File: config.mk
export PLATFORM = sky130hd
export DESIGN_NAME = fifo_write_arbiter
export DESIGN_NICKNAME = d
export VERILOG_FILES = /design/src/rtl/fifo_write_arbiter_pkg.sv /design/src/rtl/fifo_arb_rr_pick.sv /design/src/rtl/fifo_write_arbiter.sv
export SDC_FILE = /design/constraint.sdc
export NUM_CORES = 1
export LEC_CHECK = 0
export BUFFER_PORTS_ARGS = -buffer_cell sky130_fd_sc_hd__buf_2
export CAP_MARGIN = 10
export CORE_ASPECT_RATIO = 1.2
export CORE_MARGIN = 4
export CORE_UTILIZATION = 45
export DETAILED_ROUTE_END_ITERATION = 10
export PLACE_DENSITY_LB_ADDON = 0.25
export SLEW_MARGIN = 20
export SYNTH_ARGS = -nofsm -noshare
export SYNTH_HDL_FRONTEND = slang
export SYNTH_SLANG_ARGS = --single-unit
export TNS_END_PERCENT = 30
File: constraint.sdc
create_clock -name clk -period 14.2 [get_ports clk]
set_clock_uncertainty 0.1 [all_clocks]
set_input_delay 1.42 -clock clk [delete_from_list [all_inputs] [get_ports clk]]
set_output_delay 1.42 -clock clk [all_outputs]
set_load 0.01 [all_outputs]
File: src/rtl/fifo_write_arbiter_pkg.sv
// Shared definitions for the fifo write arbiter slice: width macro and rotation helper.
// Optional build macro used by this slice: FIFO_WRITE_ARBITER_PRIORITY_EN.
`ifndef CLOG2
`define CLOG2(x) ($clog2(x))
`endif

package fifo_write_arbiter_pkg;

    // Wrap a rotated requester index back into 0..n-1 (idx never exceeds 2n-1).
    function automatic int rr_wrap(input int idx, input int n);
        return (idx >= n) ? idx - n : idx;
    endfunction

endpackage

File: src/rtl/fifo_arb_rr_pick.sv
// Combinational round-robin picker: first set req bit searching upward from last+1, wrapping.
// Produces a one-hot grant and its binary index; all zero when disabled or idle.
module fifo_arb_rr_pick
    import fifo_write_arbiter_pkg::*;
#(
    parameter int REQ = 4,
    parameter int IW  = `CLOG2(REQ)
) (
    input  logic [REQ-1:0] req,
    input  logic [IW-1:0]  last,
    input  logic           enable,
    output logic [REQ-1:0] grant,
    output logic [IW-1:0]  index
);

    logic          found;
    int            cand;
    logic [IW-1:0] cand_idx;

    always_comb begin
        grant    = '0;
        index    = '0;
        found    = 1'b0;
        cand     = 0;
        cand_idx = '0;
        for (int k = 1; k <= REQ; k++) begin
            cand     = rr_wrap(int'(last) + k, REQ);
            cand_idx = IW'(cand);
            if (enable && !found && req[cand_idx]) begin
                grant[cand_idx] = 1'b1;
                index           = cand_idx;
                found           = 1'b1;
            end
        end
    end

endmodule

File: src/rtl/fifo_write_arbiter.sv
// Arbitrates REQ requesters onto one fifo write port and tracks downstream occupancy.
// Define FIFO_WRITE_ARBITER_PRIORITY_EN to give requester 0 strict priority over the rotation.
module fifo_write_arbiter
    import fifo_write_arbiter_pkg::*;
#(
    parameter int WIDTH = 8,
    parameter int NUM   = 256,
    parameter int REQ   = 4
) (
    input  logic                 clk,
    input  logic                 reset,
    input  logic [REQ-1:0]       req,
    input  logic [REQ*WIDTH-1:0] req_data,
    output logic [REQ-1:0]       grant,
    output logic [WIDTH-1:0]     fifo_write_data,
    output logic                 fifo_write_strobe,
    input  logic                 fifo_read_strobe,
    output logic [`CLOG2(NUM):0] fifo_level,
    output logic                 fifo_full
);

    localparam int LW = `CLOG2(NUM) + 1;
    localparam int IW = `CLOG2(REQ);

    logic [IW-1:0]    last;
    logic [IW-1:0]    rr_idx;
    logic [IW-1:0]    win_idx;
    logic [REQ-1:0]   rr_req;
    logic [REQ-1:0]   rr_grant;
    logic             arb_en;
    logic             rr_en;
    logic             grant_any;
    logic             last_upd;
    logic [WIDTH-1:0] win_data;

    // One slot is kept empty so the fifo pointers can tell full from empty.
    assign fifo_full = (fifo_level == LW'(NUM - 1));
    assign arb_en    = !reset && !fifo_full;

`ifdef FIFO_WRITE_ARBITER_PRIORITY_EN
    assign rr_req   = {req[REQ-1:1], 1'b0};
    assign rr_en    = arb_en && !req[0];
    assign grant    = (arb_en && req[0]) ? REQ'(1) : rr_grant;
    assign win_idx  = req[0] ? '0 : rr_idx;
    assign last_upd = |rr_grant;
`else
    assign rr_req   = req;
    assign rr_en    = arb_en;
    assign grant    = rr_grant;
    assign win_idx  = rr_idx;
    assign last_upd = |rr_grant;
`endif

    fifo_arb_rr_pick #(
        .REQ (REQ),
        .IW  (IW)
    ) u_pick (
        .req    (rr_req),
        .last   (last),
        .enable (rr_en),
        .grant  (rr_grant),
        .index  (rr_idx)
    );

    assign grant_any = |grant;
    assign win_data  = req_data[win_idx*WIDTH +: WIDTH];

    always_ff @(posedge clk) begin
        if (reset) begin
            fifo_level        <= '0;
            fifo_write_strobe <= 1'b0;
            fifo_write_data   <= '0;
            last              <= IW'(REQ - 1);
        end else begin
            fifo_write_strobe <= grant_any;
            if (grant_any) begin
                fifo_write_data <= win_data;
            end
            if (last_upd) begin
                last <= win_idx;
            end
            if (grant_any && !fifo_read_strobe) begin
                fifo_level <= fifo_level + LW'(1);
            end else if (!grant_any && fifo_read_strobe && (fifo_level != '0)) begin
                fifo_level <= fifo_level - LW'(1);
            end
        end
    end

endmodule

# --- Yosys cells after proc, flatten, opt, wreduce, memory -nomap -nowiden ---
# Index checks and enable logic that the tools add are counted.
totals:
  ff_bits: 20
  out_inout_bits: 23
  word_cells: 89
op_classes:
  add_sub_neg: 10
  magnitude_cmp: 12
  n_eq_ne: 1
  shifts: 1
  mux: 33
  n_bitwise: 3
  reduce_logical: 25
op_table:
  columns: ["cell", "count"]
  rows:
  - ["$shiftx 32x6->8", 1]
  - ["$mux 9", 2]
  - ["$mux 2", 8]
  - ["$mux 4", 4]
  - ["$logic_and 1x1->1", 15]
  - ["$lt 2x3->1 const B", 4]
  - ["$or 4x4->4", 3]
  - ["$mux 1", 11]
  - ["$add 9x1->9 const B", 1]
  - ["$eq 9x8->1 const B", 1]
  - ["$ge 3x3->1 const B", 3]
  - ["$reduce_bool 9->1", 1]
  - ["$sub 9x1->9 const B", 1]
  - ["$bmux 1 s2", 4]
  - ["$demux 1 s2", 4]
  - ["$ge 2x1->1 const B", 4]
  - ["$sub 2x1->2 const B", 4]
  - ["$logic_not 1->1", 7]
  - ["$add 2x2->3 const B", 2]
  - ["$add 2x3->4 const B", 1]
  - ["$ge 4x3->1 const B", 1]
  - ["$reduce_or 4->1", 1]
  - ["$add 2x1->3 const B", 1]
  - ["$reduce_bool 2->1", 1]

# --- Depth between registers and ports, before layout ---
depth:
  ltp_word: 25
  mapped_depth: 19
  depth_no_buf: 16

# --- By module ---
# From an unflattened synthesis, not the netlist that was laid out.
unflattened:
  cells_unflattened: 196
  area_unflattened_um2: 1790.5
by_module_without_submodules:
  columns: ["module", "instances", "cells_per_inst", "area_each_um2", "seq_area_each_um2"]
  rows:
  - ["fifo_write_arbiter", 1, 148, 1343.8, 400.4]
  - ["fifo_arb_rr_pick", 1, 48, 446.7, 0.0]

# --- Least setup slack after synthesis ---
# No wires, ideal clock.
synth_path:
  path_kind: "input to register"
  start: "in req[1]"
  end: "reg fifo_level[8]"
  setup_time_ns: 0.123
  arrival_time_ns: 5.350
  required_time_ns: 13.977
  path_slack_ns: 8.627
  cell_stages: 15
  n_path_buf: 1
  cell_sequence: "mux4_2 a31o_1 a221oi_1 o41ai_2 nor4_4 clkbuf_1 or2_1 ha_1 a21o_1 a21oi_1 o21bai_1 a2111o_1 and3b_1 mux2i_1 mux2_1"
synth_via:
  elab_chain_len: 21
  elab_cells_between_ends: 35
synth_lines:
  columns: ["item", "line", "source"]
  rows:
  - ["start, declared", "fifo_write_arbiter.sv:12", "input logic [REQ-1:0] req,"]
  - ["$bmux 1 s2", "fifo_arb_rr_pick.sv:29", "if (enable && !found && req[cand_idx]) begin"]
  - ["$mux 1 (implied by the code)", "fifo_arb_rr_pick.sv:29", null]
  - ["$logic_and 1x1->1", "fifo_arb_rr_pick.sv:29", null]
  - ["$mux 1", "fifo_arb_rr_pick.sv:29", null]
  - ["$logic_not 1->1", "fifo_arb_rr_pick.sv:29", null]
  - ["$logic_and 1x1->1 (2 in a row)", "fifo_arb_rr_pick.sv:29", null]
  - ["$mux 1", "fifo_arb_rr_pick.sv:29", null]
  - ["$logic_not 1->1", "fifo_arb_rr_pick.sv:29", null]
  - ["(+3 left out)", null, null]
  - ["$logic_not 1->1", "fifo_arb_rr_pick.sv:29", null]
  - ["$logic_and 1x1->1 (2 in a row)", "fifo_arb_rr_pick.sv:29", null]
  - ["$mux 4 (*)", "fifo_arb_rr_pick.sv:29", null]
  - ["via grant[0]", "fifo_write_arbiter.sv:14", "output logic [REQ-1:0] grant,"]
  - ["$reduce_or 4->1 (*)", "fifo_write_arbiter.sv:65", "assign grant_any = |grant;"]
  - ["$logic_not 1->1", "fifo_write_arbiter.sv:84", "end else if (!grant_any && fifo_read_strobe && (fifo_level != '0)) begin"]
  - ["$logic_and 1x1->1 (2 in a row)", "fifo_write_arbiter.sv:84", null]
  - ["$reduce_bool 2->1 (no line)", null, null]
  - ["end signal, assigned", "fifo_write_arbiter.sv:83", "fifo_level <= fifo_level + LW'(1);"]
  - ["end signal, assigned", "fifo_write_arbiter.sv:85", "fifo_level <= fifo_level - LW'(1);"]
  - ["end, declared", "fifo_write_arbiter.sv:18", "output logic [`CLOG2(NUM):0] fifo_level,"]
# Mark *: on every way through the listed nets, which the timed path passes. The rest lies on a longest branch. The select of a mux whose other input is x is not followed.
# A chain may end at the register's enable or synchronous reset.

# --- Worst setup path after layout ---
layout_path:
  start: "reg last[0]"
  end: "reg fifo_level[8]"
layout_via:
  elab_chain_len: 24
  elab_cells_between_ends: 71
layout_lines:
  columns: ["item", "line", "source"]
  rows:
  - ["start, declared", "fifo_write_arbiter.sv:25", "logic [IW-1:0] last;"]
  - ["start signal, assigned", "fifo_write_arbiter.sv:73", "last <= IW'(REQ - 1);"]
  - ["start signal, assigned", "fifo_write_arbiter.sv:80", "last <= win_idx;"]
  - ["parallel branches: the longest is 18 deep, another holds $add 2x1->3", null, null]
  - ["$mux 4 (*)", "fifo_arb_rr_pick.sv:29", null]
  - ["$reduce_or 4->1 (*)", "fifo_write_arbiter.sv:65", null]
  - ["$logic_not 1->1", "fifo_write_arbiter.sv:84", null]
  - ["$logic_and 1x1->1 (2 in a row)", "fifo_write_arbiter.sv:84", null]
  - ["$reduce_bool 2->1 (no line)", null, null]
# Every way passes the cells marked *. The select of a mux whose other input is x is not followed.

==> summary.md <==
| Metric | Value |
|---|---|
| Outcome | finished, final reports clean |
| Post-route cell area | about 2300 um^2 |
| Synth Area in Adders | about a tenth |
| Syn_nets | around 270 |
| Largest family of logic cells by synthesized area | multiplexers |
| Post-synthesis mux area share | 23.40% |
| Post-synth top cells | 27 x mux2i_1, 21 x nand2_1, 20 x dfxtp_1 |
| Combinational fraction of design power | around 71% |
| Final net count | approximately 320 |
| Post-synthesis compound-gate area fraction | a little under a quarter |
| Xor/xnor share of the synthesized area | 2.692% |
| Initial antenna violation count | 0 |
| Syn. warnings | 0 |
| Post-synthesis simple-gate area fraction | around 16% |
| Remaining Overflow, GRT | 0 |
| Number of fillers in the final layout | 388 |
| Critical Path RT | roughly 14 ns |
| Number of diodes | 0 |
| Avg WL per Cell | 15.17 um |
| Fmax | roughly 170 MHz |
| RSZ-0062 raised after global routing | no |
| Post-Place Worst Slack | 8.273 ns |
| Post-CTS Hold Buffers | 0 |
| FFs w/ async S/R, synth | 0% |
| Routed WL | about 4900 um |
| Int Power | ~310 uW |
| R2R Path Start | last[0] |
| Post-DP HPWL | approximately 3600 um |
| Number of flops mapped to enable cells by yosys | 0 |
| Drt first pass iters | 4 |
| Clock root buffer | clkbuf_8 |
| Initial Utilization | 48.00% |
| Final setup viols | 0 |
| Critical path origin | last[0] |
| Antenna Violating Nets Remaining | 0 |
| Clk Latency, worst-skew pair | around 0.26 ns |
| MaxCap Viol Count | 0 |
| Hold Path Origin | fifo_write_data[7] |
| Crit path time final | 5.972 ns |
| Worst Path Arrival | 6.03 ns |
| Setup repair bufs after CTS | 0 |
| Worst vdd ir | between 100 and 150 uV |
| Hold Vio Cnt, Final | 0 |
| Crit path max-delay cell type | dfxtp_1 |
| Die height | around 80 um |
| Clock Pin Slew Worst Setup and Hold Paths | roughly 0.080 ns |
| CTS tree | built |
| Switching Share | between 40% and 50% |
| Power consumption | roughly 600 uW |
| Mapped Cells | about 210 |
| Top cell type by total area after synthesis | dfxtp_1 |
| Vias in the first global route | ~1,700 |
| Synth cell types | 52 |
| Layout area overhead | 20.38% |
| Largest net degree at the start of global routing | 25 |
| CP max stage delay | approximately 0.81 ns |
| Hold Slack | approximately 0.37 ns |
| Bufs on Longest Clock Path | 2 |
| Global Route Usage Sum | roughly 18% |
| Final worst path period share | between 40% and 50% |
| Cell area after synthesis | 1952 um^2 |
| Wire length of the first global-routing pass | roughly 8000 um |
| Sequential share of power | between 10% and 20% |
| Sink Count | 20 |
| TNS Setup | 0 ns |
| Hold Crit Class | flip-flop to flip-flop |
| Slew Limit Fails | 0 |
| RD Place Congestion | roughly 0.88 |
| Leakage | between 1 and 1.5 nW |
| Commonest register cell after synthesis | dfxtp_1 |
| Relative max-transition margin | approximately half |
| Critical path endpoint category | flip-flop |
| Dominant cells by area after synthesis | dfxtp_1 21%, mux2i_1 14%, ha_1 9.0% |
| Seq cells post-synth | 20 |
| Die X-Extent | around 68 um |
| Largest fanout on the critical path | 18 |
| Number of buffers created by CTS | 3 |
| Placed Area | 2270 um^2 |
| Residual DRC count | 0 |
| Clock Power Share | under 10% |
| CP Launch Type | flip-flop |
| Layout cell share with drive strength beyond 1 | a little under a third |
| # port buffers | 61 |
| CTS H-Tree Depth | 1 |
| Crit path buf inv count | 2 |
| Vias/cell | 5.758 |
| Pwr/cell area | around 250 nW/um^2 |
| Net switching power | about 280 uW |
| Worst-margin pin slew | between 0.7 and 0.8 ns |
| Std cell rows | 25 |
| Critical setup path kind | flip-flop to flip-flop |
| Crit path max-delay family | compound AO/OA/AOI/OAI gates |
| Core footprint | between 4000 and 5000 um^2 |
| Post-synth top area share | approximately a fifth |
| CTS resizes | 0 |
| Cell Chain, Critical Path | inv_1 > ha_1 > mux2_2 > mux2i_2 > a221oi_1 > o41ai_2 > nor4_4 > buf_4 > or2_1 > fa_1 > a21o_1 > a21oi_1 > o21bai_1 > a2111o_1 > and3b_1 > mux2i_1 > mux2_1 |
| Die area | 5459 um^2 |
| Setup slack after layout | ~8.2 ns |
| Sequential area share after synthesis | 20.51% |
| Count leader, synth | mux2i_1 |
| Routed via count | between 1,500 and 2,000 |
| Iteration-0 DRC Markers | a little under 80 |
| Syn_area_per_cell | 9.121 um^2 |
| IO Pins | between 60 and 70 |
[cell type report]
cell class / instances / area [um^2] / share of cell area [%]
tap: 54 / 67.56 / 2.875
clock inverter: 1 / 30.03 / 1.278
inverter: 6 / 22.52 / 0.9585
multi-input combinational: 176 / 1475 / 62.78
sequential: 20 / 400.4 / 17.04
timing repair buffer: 62 / 312.8 / 13.31
clock buffer: 3 / 41.29 / 1.757
[metal layers]
| layer | GRT usage [%] | vias to the layer above | part of all wire (%) | wire (um) |
|---|---|---|---|---|
| met3 | 2.657 | 4 | 5.0 | 246 |
| met4 | 5.567 | 0 | 0.82 | 40 |
| met5 | 0 | - | 0 | 0 |
| met1 | 24.47 | 870 | 44 | 2173 |
| met2 | 30.18 | 50 | 50 | 2425 |
| li1 | - | 930 | - | - |
[power by group through the flow]
stage          clock network (mW)  logic, mW  registers [mW]
2_1_floorplan                   0      0.337           0.109
3_3_place_gp                    0      0.419           0.112
3_5_place_dp                    0      0.421           0.112
4_1_cts                    0.0598      0.424           0.111
5_1_grt                    0.0616      0.469           0.116
6_report                   0.0581      0.424           0.111
[tightest hold or removal path, stage by stage (launching register included)]
cell and delay [ns]:
dfxtp_1 0.32, nand3_1 0.06, o21ai_1 0.05
[stage by stage]
step,util [%],instances
floorplan,-,214
detailed placement,55.82,318
CTS,57.57,322
finish,57.78,322
global route,57.78,322
global placement,55.82,318
[kinds of logic (layout without fill, tap and decap cells)]
logic type | after synthesis | in the layout
simple gates | 64 | 64
flops | 20 | 20
mux | 40 | 40
xor+xnor | 6 | 6
buf+inv | 18 | 72
fa+ha+maj | 15 | 15
compound gates | 51 | 51
[registers in the layout, summed over array words and instances, names as in the netlist]
| register | count |
|---|---|
| fifo_write_strobe | 1 |
| fifo_write_data | 8 |
| last | 2 |
| fifo_level | 9 |
[cell usage in the layout, fill, tap and decap left out, types with 5 or more instances in the layout]
cell type and n:
o221ai_1 7, mux2i_1 27, inv_1 5, ha_1 14, nand3_1 12, dfxtp_1 20
nor2_1 12, nand2b_1 5, buf_2 61, nand2_1 21, a21oi_1 6
[final timing paths]
kind | end | slack, ns | cells after the start
hold reg to reg | fifo_write_data[7] | 0.37 | 2
setup / recovery | fifo_level[8] | 8.23 | 17
setup reg to reg | fifo_level[8] | 8.23 | 17
hold / removal | fifo_write_data[7] | 0.37 | 2
No activity file was read; power rests on OpenSTA's default activity.
